<file path="config.mk">
export PLATFORM = sky130hd
export DESIGN_NAME = hit_scorer_flat
export DESIGN_NICKNAME = d
export VERILOG_FILES = /design/src/rtl/duckhunt_pkg.sv /design/src/rtl/hit_scorer_if.sv /design/src/rtl/box_hit_test.sv /design/src/rtl/hit_scorer.sv /design/src/flat_wrapper.sv
export SDC_FILE = /design/constraint.sdc
export NUM_CORES = 1
export LEC_CHECK = 0
export BUFFER_PORTS_ARGS = -buffer_cell sky130_fd_sc_hd__buf_2
export CORE_AREA = 2 2 81 83
export CTS_CLUSTER_SIZE = 10
export DETAILED_ROUTE_END_ITERATION = 10
export DIE_AREA = 0 0 83 85
export GPL_ROUTABILITY_DRIVEN = 0
export GPL_TIMING_DRIVEN = 0
export PLACE_DENSITY = 0.85
export SLEW_MARGIN = 20
export SYNTH_ARGS = -nofsm -noshare
export SYNTH_HDL_FRONTEND = slang
export SYNTH_HIERARCHICAL = 1
export SYNTH_SLANG_ARGS = --single-unit
export TNS_END_PERCENT = 1
</file>
<file path="constraint.sdc">
create_clock -name frame_clk -period 9.8 [get_ports frame_clk]
set_input_delay 0.49 -clock frame_clk [delete_from_list [all_inputs] [get_ports frame_clk]]
set_output_delay 0.49 -clock frame_clk [all_outputs]
set_load 0.02 [all_outputs]
</file>
<file path="src/rtl/duckhunt_pkg.sv">
// Shared types and widths for the duck-hunt shooter/target blocks.
package duckhunt_pkg;

    typedef enum logic [1:0] {
        ARMED    = 2'd0,
        KILL     = 2'd1,
        ESCAPE   = 2'd2,
        COOLDOWN = 2'd3
    } hs_state_t;

    localparam int COORD_W = 10;
    localparam int CNT_W   = 8;
    localparam int AMMO_W  = 4;
    localparam int COOL_W  = 8;

endpackage

</file>
<file path="src/rtl/hit_scorer_if.sv">
// Mouse/target inputs and score outputs of the hit scorer; master drives the
// mouse and box side, slave (the scorer) drives the results.
interface hit_scorer_if;
    import duckhunt_pkg::*;

    logic                mouse_btn;
    logic [31:0]         mouseX;
    logic [31:0]         mouseY;
    logic [COORD_W-1:0]  BoxX;
    logic [COORD_W-1:0]  BoxY;
    logic [COORD_W-1:0]  BoxS;
    logic                kill;
    logic                escape;
    logic [CNT_W-1:0]    hit_count;
    logic [CNT_W-1:0]    click_count;
    logic [AMMO_W-1:0]   ammo;

    modport master (
        output mouse_btn, mouseX, mouseY, BoxX, BoxY, BoxS,
        input  kill, escape, hit_count, click_count, ammo
    );

    modport slave (
        input  mouse_btn, mouseX, mouseY, BoxX, BoxY, BoxS,
        output kill, escape, hit_count, click_count, ammo
    );

endinterface

</file>
<file path="src/rtl/box_hit_test.sv">
// Combinational point-in-square test; zero latency, no backpressure.
// Edge sums are one bit wider than the coordinates so boxes near 1023 never wrap.
module box_hit_test
    import duckhunt_pkg::*;
(
    input  logic [31:0]        pos_x,
    input  logic [31:0]        pos_y,
    input  logic [COORD_W-1:0] box_x,
    input  logic [COORD_W-1:0] box_y,
    input  logic [COORD_W-1:0] box_s,
    output logic               hit
);

    logic [COORD_W:0] x_end;
    logic [COORD_W:0] y_end;
    logic             in_range;
    logic             in_x;
    logic             in_y;

    always_comb begin
        x_end    = {1'b0, box_x} + {1'b0, box_s};
        y_end    = {1'b0, box_y} + {1'b0, box_s};
        in_range = ~|pos_x[31:COORD_W] & ~|pos_y[31:COORD_W];
        in_x     = (pos_x[COORD_W-1:0] >= box_x) && ({1'b0, pos_x[COORD_W-1:0]} < x_end);
        in_y     = (pos_y[COORD_W-1:0] >= box_y) && ({1'b0, pos_y[COORD_W-1:0]} < y_end);
        hit      = in_range & in_x & in_y;
    end

endmodule

</file>
<file path="src/rtl/hit_scorer.sv">
// Scores mouse clicks against the target box; kill/escape pulse one frame after
// the click edge is registered, counts update on the same edge. No backpressure.
module hit_scorer
    import duckhunt_pkg::*;
#(
    parameter int unsigned AMMO            = 3,
    parameter int unsigned COOLDOWN_FRAMES = 30,
    parameter int unsigned MAX_HIT         = 60
) (
    input  logic        frame_clk,
    input  logic        Reset,
    hit_scorer_if.slave bus
);

    localparam logic [AMMO_W-1:0] AMMO_FULL = AMMO_W'(AMMO);
    localparam logic [COOL_W-1:0] COOL_LOAD = COOL_W'(COOLDOWN_FRAMES);
    localparam logic [CNT_W-1:0]  HIT_SAT   = CNT_W'(MAX_HIT);
    localparam logic [CNT_W-1:0]  CNT_MAX   = {CNT_W{1'b1}};

    hs_state_t         state;
    hs_state_t         state_n;
    logic              btn_q;
    logic              btn_q2;
    logic              click;
    logic              hit;
    logic [COOL_W-1:0] cool;
    logic [COOL_W-1:0] cool_n;
    logic [CNT_W-1:0]  hit_cnt;
    logic [CNT_W-1:0]  hit_cnt_n;
    logic [CNT_W-1:0]  click_cnt;
    logic [CNT_W-1:0]  click_cnt_n;
    logic [AMMO_W-1:0] ammo_q;
    logic [AMMO_W-1:0] ammo_n;

    box_hit_test u_box_hit_test (
        .pos_x (bus.mouseX),
        .pos_y (bus.mouseY),
        .box_x (bus.BoxX),
        .box_y (bus.BoxY),
        .box_s (bus.BoxS),
        .hit   (hit)
    );

    // Rising edge of the registered button; a held button yields one click.
    assign click = btn_q & ~btn_q2;

    always_ff @(posedge frame_clk) begin
        if (Reset) begin
            state     <= ARMED;
            btn_q     <= 1'b0;
            btn_q2    <= 1'b0;
            cool      <= '0;
            hit_cnt   <= '0;
            click_cnt <= '0;
            ammo_q    <= AMMO_FULL;
        end else begin
            state     <= state_n;
            btn_q     <= bus.mouse_btn;
            btn_q2    <= btn_q;
            cool      <= cool_n;
            hit_cnt   <= hit_cnt_n;
            click_cnt <= click_cnt_n;
            ammo_q    <= ammo_n;
        end
    end

    always_comb begin
        state_n     = state;
        cool_n      = cool;
        hit_cnt_n   = hit_cnt;
        click_cnt_n = click_cnt;
        ammo_n      = ammo_q;
        case (state)
            ARMED: begin
                if (click) begin
                    if (click_cnt != CNT_MAX) click_cnt_n = click_cnt + CNT_W'(1);
                    if (hit) begin
                        if (hit_cnt < HIT_SAT) hit_cnt_n = hit_cnt + CNT_W'(1);
                        ammo_n  = AMMO_FULL;
                        state_n = KILL;
                    end else if (ammo_q > AMMO_W'(1)) begin
                        ammo_n = ammo_q - AMMO_W'(1);
                    end else begin
                        ammo_n  = AMMO_FULL;
                        state_n = ESCAPE;
                    end
                end
            end
            KILL, ESCAPE: begin
                cool_n  = COOL_LOAD;
                state_n = COOLDOWN;
            end
            COOLDOWN: begin
                // Clicks are dropped here; the button must produce a fresh edge once armed.
                cool_n = cool - COOL_W'(1);
                if (cool == COOL_W'(1)) state_n = ARMED;
            end
            default: state_n = ARMED;
        endcase
    end

    always_comb begin
        bus.kill        = (state == KILL);
        bus.escape      = (state == ESCAPE);
        bus.hit_count   = hit_cnt;
        bus.click_count = click_cnt;
        bus.ammo        = ammo_q;
    end

endmodule

</file>
<file path="src/flat_wrapper.sv">
// flat-port wrapper written by rule: the top's interface ports become plain ports
module hit_scorer_flat import duckhunt_pkg::*;
#(
    parameter int unsigned AMMO            = 3,
    parameter int unsigned COOLDOWN_FRAMES = 30,
    parameter int unsigned MAX_HIT         = 60
)
  (frame_clk, Reset, bus_mouse_btn, bus_mouseX, bus_mouseY, bus_BoxX, bus_BoxY, bus_BoxS, bus_kill, bus_escape, bus_hit_count, bus_click_count, bus_ammo);
  hit_scorer_if bus_i ();
  input  logic frame_clk;
  input  logic Reset;
  input wire logic [$bits(bus_i.mouse_btn)-1:0] bus_mouse_btn;
  input wire logic [$bits(bus_i.mouseX)-1:0] bus_mouseX;
  input wire logic [$bits(bus_i.mouseY)-1:0] bus_mouseY;
  input wire logic [$bits(bus_i.BoxX)-1:0] bus_BoxX;
  input wire logic [$bits(bus_i.BoxY)-1:0] bus_BoxY;
  input wire logic [$bits(bus_i.BoxS)-1:0] bus_BoxS;
  output wire logic [$bits(bus_i.kill)-1:0] bus_kill;
  output wire logic [$bits(bus_i.escape)-1:0] bus_escape;
  output wire logic [$bits(bus_i.hit_count)-1:0] bus_hit_count;
  output wire logic [$bits(bus_i.click_count)-1:0] bus_click_count;
  output wire logic [$bits(bus_i.ammo)-1:0] bus_ammo;
  assign bus_i.mouse_btn = bus_mouse_btn;
  assign bus_i.mouseX = bus_mouseX;
  assign bus_i.mouseY = bus_mouseY;
  assign bus_i.BoxX = bus_BoxX;
  assign bus_i.BoxY = bus_BoxY;
  assign bus_i.BoxS = bus_BoxS;
  assign bus_kill = bus_i.kill;
  assign bus_escape = bus_i.escape;
  assign bus_hit_count = bus_i.hit_count;
  assign bus_click_count = bus_i.click_count;
  assign bus_ammo = bus_i.ammo;
  hit_scorer #(.AMMO(AMMO), .COOLDOWN_FRAMES(COOLDOWN_FRAMES), .MAX_HIT(MAX_HIT)) u_core (.frame_clk(frame_clk), .Reset(Reset), .bus(bus_i));
endmodule
</file>
Yosys cells after proc, flatten, opt, wreduce, memory -nomap -nowiden
Cells that the tools add are included.

Add/subtract/negate cells: 6. Magnitude comparators: 6. Eq/ne operators: 8. Mux-type cells: 8. Bitwise operators: 5. Reduce and logical (&&, ||, !) cells: 13.

Operators by type and width (number): OR reduction 22 bit (2); adder 10 x 10 -> 11 bit (2); < comparator 10 x 11 -> 1 bit (2); >= comparator 10 bit (2); adder 8 x 1 -> 8 bit (second input constant) (2); one-hot mux 8 bit (2 select lines) (1); equality test 8 x 1 -> 1 bit (second input constant) (1); < comparator 8 x 6 -> 1 bit (second input constant) (1); two-way mux 2 bit (4); two-way mux 4 bit (2); != test 8 bit (second input constant) (1); subtractor 8 x 1 -> 8 bit (second input constant) (1); one-hot mux 2 bit (3 select lines) (1); AND reduction 3 bit (2); AND 1 bit (4); equality test 2 bit (second input constant) (2); greater-than comparator 4 x 1 -> 1 bit (second input constant) (1); != test 2 x 1 -> 1 bit (second input constant) (2); AND reduction 4 bit (1); subtractor 4 x 1 -> 4 bit (second input constant) (1); != test 3 x 2 -> 1 bit (second input constant) (1); equality test 2 x 1 -> 1 bit (second input constant) (1); logical AND 1 bit (2); zero test 1 bit (2); other kinds (5) (5).

Bits in registers: 32. Input bits: 97. Word-level logic and storage cells: 53.

Depth between registers and ports, before layout
Depth after elaboration: 8. Depth in mapped cells: 18.

Modules after synthesis
Netlist, hierarchy kept.

By module, submodules not included: box_hit_test (times used 1, cells an instance 219, area an instance 1717.9 um2, seq. area each 0.0 um2); hit_scorer (times used 1, cells an instance 177, area an instance 1569.0 um2, seq. area each 640.6 um2).

Worst setup path before layout
OpenSTA, ideal clock, no wires.

Path type: input port to flip-flop. Start point: input bus_BoxX[0]. End point: register u_core.hit_cnt[1], in the netlist u_core/bus.hit_count[1]. Setup time: 128 ps. Arrival time: 3983 ps. Data required time: 9672 ps. Path slack: 5689 ps. Stages: 18. Path through: ha_1 -> fa_1 -> nand2_1 -> a21oi_1 -> a21oi_1 -> o21ai_0 -> xnor2_1 -> ha_1 -> and3_1 -> o2111ai_1 -> a21oi_1 -> a2111oi_0 -> nor2_1 -> a2111oi_2 -> nor3b_1 -> nand3_1 -> mux2i_1 -> nor2_1.

Word-level cells in the longest chain between the ends: 6. Elaborated cells between the ends (all ways): 7.

Ends and longest elaborated chain: start: declaration (line flat_wrapper.sv:15) `input wire logic [$bits(bus_i.BoxX)-1:0] bus_BoxX;`; adder 10 x 10 -> 11 bit (line box_hit_test.sv:21) `x_end = {1'b0, box_x} + {1'b0, box_s};`; < comparator 10 x 11 -> 1 bit (line box_hit_test.sv:24) `in_x = (pos_x[COORD_W-1:0] >= box_x) && ({1'b0, pos_x[COORD_W-1:0]} < x_end);`; logical AND 1 bit (*) (line box_hit_test.sv:24); AND 1 bit (*) (2 in a row) (line box_hit_test.sv:26) `hit = in_range & in_x & in_y;`; via u_core.hit (line hit_scorer.sv:25) `logic hit;`; AND reduction 4 bit (no source line) (*); end signal: assignment (line hit_scorer.sv:61) `hit_cnt <= hit_cnt_n;`; end: declaration (line hit_scorer.sv:28) `logic [CNT_W-1:0] hit_cnt;`.

The timed path passes the listed nets; every way through them passes the cells marked *. A chain may end at the register's enable or synchronous reset.

Worst setup path in the final report
Same ends and word-level chain as after synthesis.

==> impl_results.md <==
* Total power at 0.000474 W
* Share of flip-flops with an asynchronous set or reset at 0%
* CTS tree: done
* EDFF count, synth at 0
* Worst reg2reg path depth at 6
* Crit path max fanout at 5
* Req. time, crit path at 9.95 ns
* Synthesized net count at 564
* Slew Limit Fails at 0
* Row count at 29
* RSZ-0062 raised after global routing: false
* CTS clock-pin slew for the worst setup and hold paths at 0.06 ns
* CTS Hold Bufs at 0
* Worst Hold Class: primary input to register
* R2r setup slk at 7.98 ns
* Hold Vio Cnt, Final at 0
* WP buf/inv at 1
* Largest net degree at the start of global routing at 11
* Status: finished clean
* First-pass DRT Iterations at 4
* Die H at 85 um
* Congestion Overflow GR at 0
* Crit path max-delay family: compound AO/OA/AOI/OAI gates
* H-tree Lvls at 2
* Crit. path cell count at 19
* Yosys warnings at 6
* Die area at 7060 um^2
* Clk_skew at 0.00521 ns
* Area Overhead vs Synth at 24.2%
* Critical path endpoint: u_core/bus.hit_count[1]
* Setup TNS at 0 ns
* CP Launch Point: bus_BoxX[0]
* Power per cell area at 116 nW/um^2
* Crit end category: register
* Design Area, Final at 4080 um^2
* Crit Reg-Reg Startpoint: u_core/state[1]
* Core Region at 6200 um^2
* Initial antenna violation count at 0
* Critical Setup Path Class: primary input to register
* Flops & latches, synth at 32
* CTS Buf Count at 5
* Seq/Total Area, Yosys at 19.5%
* Worst hold stages at 2
* Num ports at 119
* Synth unique cells at 51
* Pleak at 2.08 nW
* Filler instances at 546
* Number of post-CTS setup repair buffers at 0
* Routed Wire Length at 8.23 mm
* All-Layer GR Usage at 23.8%
* Startpoint types: primary input
* Post-DP HPWL at 6.97 mm
* Drt drc at 0
* Vias in the first global route at 3,405
* Final setup fails at 0
* Mean routed wirelength per cell at 13.7 um
* Maxcap violations at 0
* Final period util at 47.7%
* CP arrival at 4.82 ns
* Antenna Cells at 0
* Clk buf depth at 2
* Via/cell ratio at 5.59
* Max frequency at 214 MHz
* Vias at 3,348
* Mapped Area at 3290 um^2
* First-pass GRT wire length at 14.2 mm
* Number of DRC markers in iteration 0 at 107
* Main synth FF type: dfxtp_1
* Initial core utilization at 53.0%
* Ratio of cells with drive above 1 in the final layout at 25.9%
* Mean area per synthesized cell at 8.30 um^2
* Clk root buf: clkbuf_8
* Cell count after synthesis at 396
* IO buf count at 118
* Worst slew margin at 56.2%
* Final WS setup at 5.13 ns
* Clk_lat worst skew at 0.28 ns
* CP Cell Sequence: buf_2, ha_1, fa_1, nand2_1, a21oi_1, a21oi_1, o21ai_0, xnor2_1, ha_1, and3_1, o2111ai_1, a21oi_1, a2111oi_0, nor2_1, a2111oi_2, nor3b_1, nand3_1, mux2i_1, nor2_1
* Worst stage delay on the critical path at 0.61 ns
* Die Wd at 83 um
* Pre-CTS setup slack at 4.90 ns
* Endpoint of the worst-slack reg-to-reg timing path: u_core/state[1]
* Peak supply drop at 0.0844 mV
* Crit path top cell by count: a21oi_1
* Worst Max-Slew Pin Slew at 0.641 ns
* Sink Count at 32
* Post-Place Cell Area at 3970 um^2
* Nets@finish at 689
* Post-CTS resize count at 0
* Routed Antenna Nets at 0
* Final min period at 4.67 ns
* Slowest CP cell: a2111oi_2
## sequential cells by signal, summed over array words and instances, names as in the netlist
signal                  flops
u_core/btn_q2               1
u_core/btn_q                1
u_core/bus.click_count      8
u_core/state                2
u_core/bus.ammo             4
u_core/bus.hit_count        8
u_core/cool                 8
## layout make-up
class	count	area [um^2]	share of cell area, %
Tap cell	77	96.3	2.36
Buffer	5	21.3	0.521
Clock inverter	2	35.0	0.858
Clock buffer	6	72.6	1.78
Sequential cell	32	641	15.7
Timing Repair Buffer	118	591	14.5
Inverter	36	135	3.31
Multi-Input combinational cell	323	2490	61.0
## per-stage QoR
step           instances  hold WS (ns)  util (%)
2_1_floorplan        396         0.479         -
3_3_place_gp         591         0.470      64.0
4_1_cts              599         0.417      65.8
6_report             599         0.421      65.8
5_1_grt              599         0.439      65.8
3_5_place_dp         591         0.473      64.0
## how the worst min path moves through the flow
stage                       startpoint                       to  slack (ns)
5_1_grt                  bus_mouse_btn             u_core/btn_q        0.44
6_report                 bus_mouse_btn             u_core/btn_q        0.42
2_1_floorplan           u_core/cool[6]           u_core/cool[6]        0.48
3_5_place_dp   u_core/bus.hit_count[7]  u_core/bus.hit_count[7]        0.47
4_1_cts                  bus_mouse_btn             u_core/btn_q        0.42
3_3_place_gp   u_core/bus.hit_count[7]  u_core/bus.hit_count[7]        0.47
## report_power, final
| part | total, W | leakage, nW | switching [W] | internal [W] |
|---|---|---|---|---|
| combinational | 0.000198 | 1.76 | 0.000108 | 0.0000905 |
| sequential | 0.000155 | 0.260 | 0.0000126 | 0.000142 |
| clock | 0.000121 | 0.0552 | 0.0000455 | 0.0000753 |
| total | 0.000474 | 2.08 | 0.000166 | 0.000308 |
## placed cells by master (no fill, tap or decap), drive strengths merged, types with 3 or more instances in the layout
cell type  synthesis  final
nand2             19     19
nand4              9      9
nand3              7      7
nor2b              6      6
clkbuf             3      9
dfxtp             32     32
ha                69     69
and3               4      4
o21ai             16     16
a2111oi            4      4
o31ai              4      4
a21oi             28     28
or2                3      3
nor2              35     35
xnor2             12     12
nor3               3      3
o21a               4      4
a31oi              5      5
xor2              19     19
or3                3      3
inv               36     36
a21o               6      6
a211oi             3      3
buf                2    120
o211ai             4      4
nand2b             8      8
mux2i              3      3
nor4              20     20
## cells by family (layout without fill, tap and decap cells)
logic type               after synthesis  count (layout)  synth area share (%)
multiplexers                           3               3                 0.914
XOR/XNOR                              31              31                  8.26
flip-flops                            32              32                  19.5
buffers and inverters                 41             167                  4.76
AND/OR/NAND/NOR                      128             128                  20.9
adder cells (fa/ha/maj)               71              71                  27.5
AO/OA/AOI/OAI                         90              90                  18.2
## synth_stat cells (3+ instances only)
master	n	area [um^2]
ha_1	69	863
inv_1	36	135
nor2_1	35	131
dfxtp_1	32	641
a21oi_1	28	140
nand2_1	19	71.3
xor2_1	19	166
nor4_1	18	113
o21ai_0	16	80.1
xnor2_1	12	105
nand4_1	9	56.3
nand2b_1	8	50.1
nand3_1	7	35.0
a21o_1	6	45.0
nor2b_1	6	37.5
a31oi_1	5	31.3
and3_1	4	25.0
o211ai_1	4	30.0
o21a_1	4	30.0
o31ai_1	4	30.0
a211oi_1	3	22.5
clkbuf_1	3	11.3
mux2i_1	3	30.0
nor3_1	3	15.0
or3_1	3	18.8
## routing by layer
layer / wire [um] / GRT usage, % / up-vias
li1: - / - / 1703
met1: 3330 / 27.0 / 1509
met2: 4200 / 45.4 / 126
met3: 603 / 4.86 / 10
met4: 96 / 5.96 / 0
met5: 0 / 0 / -
(Power assumes the default switching activity.)
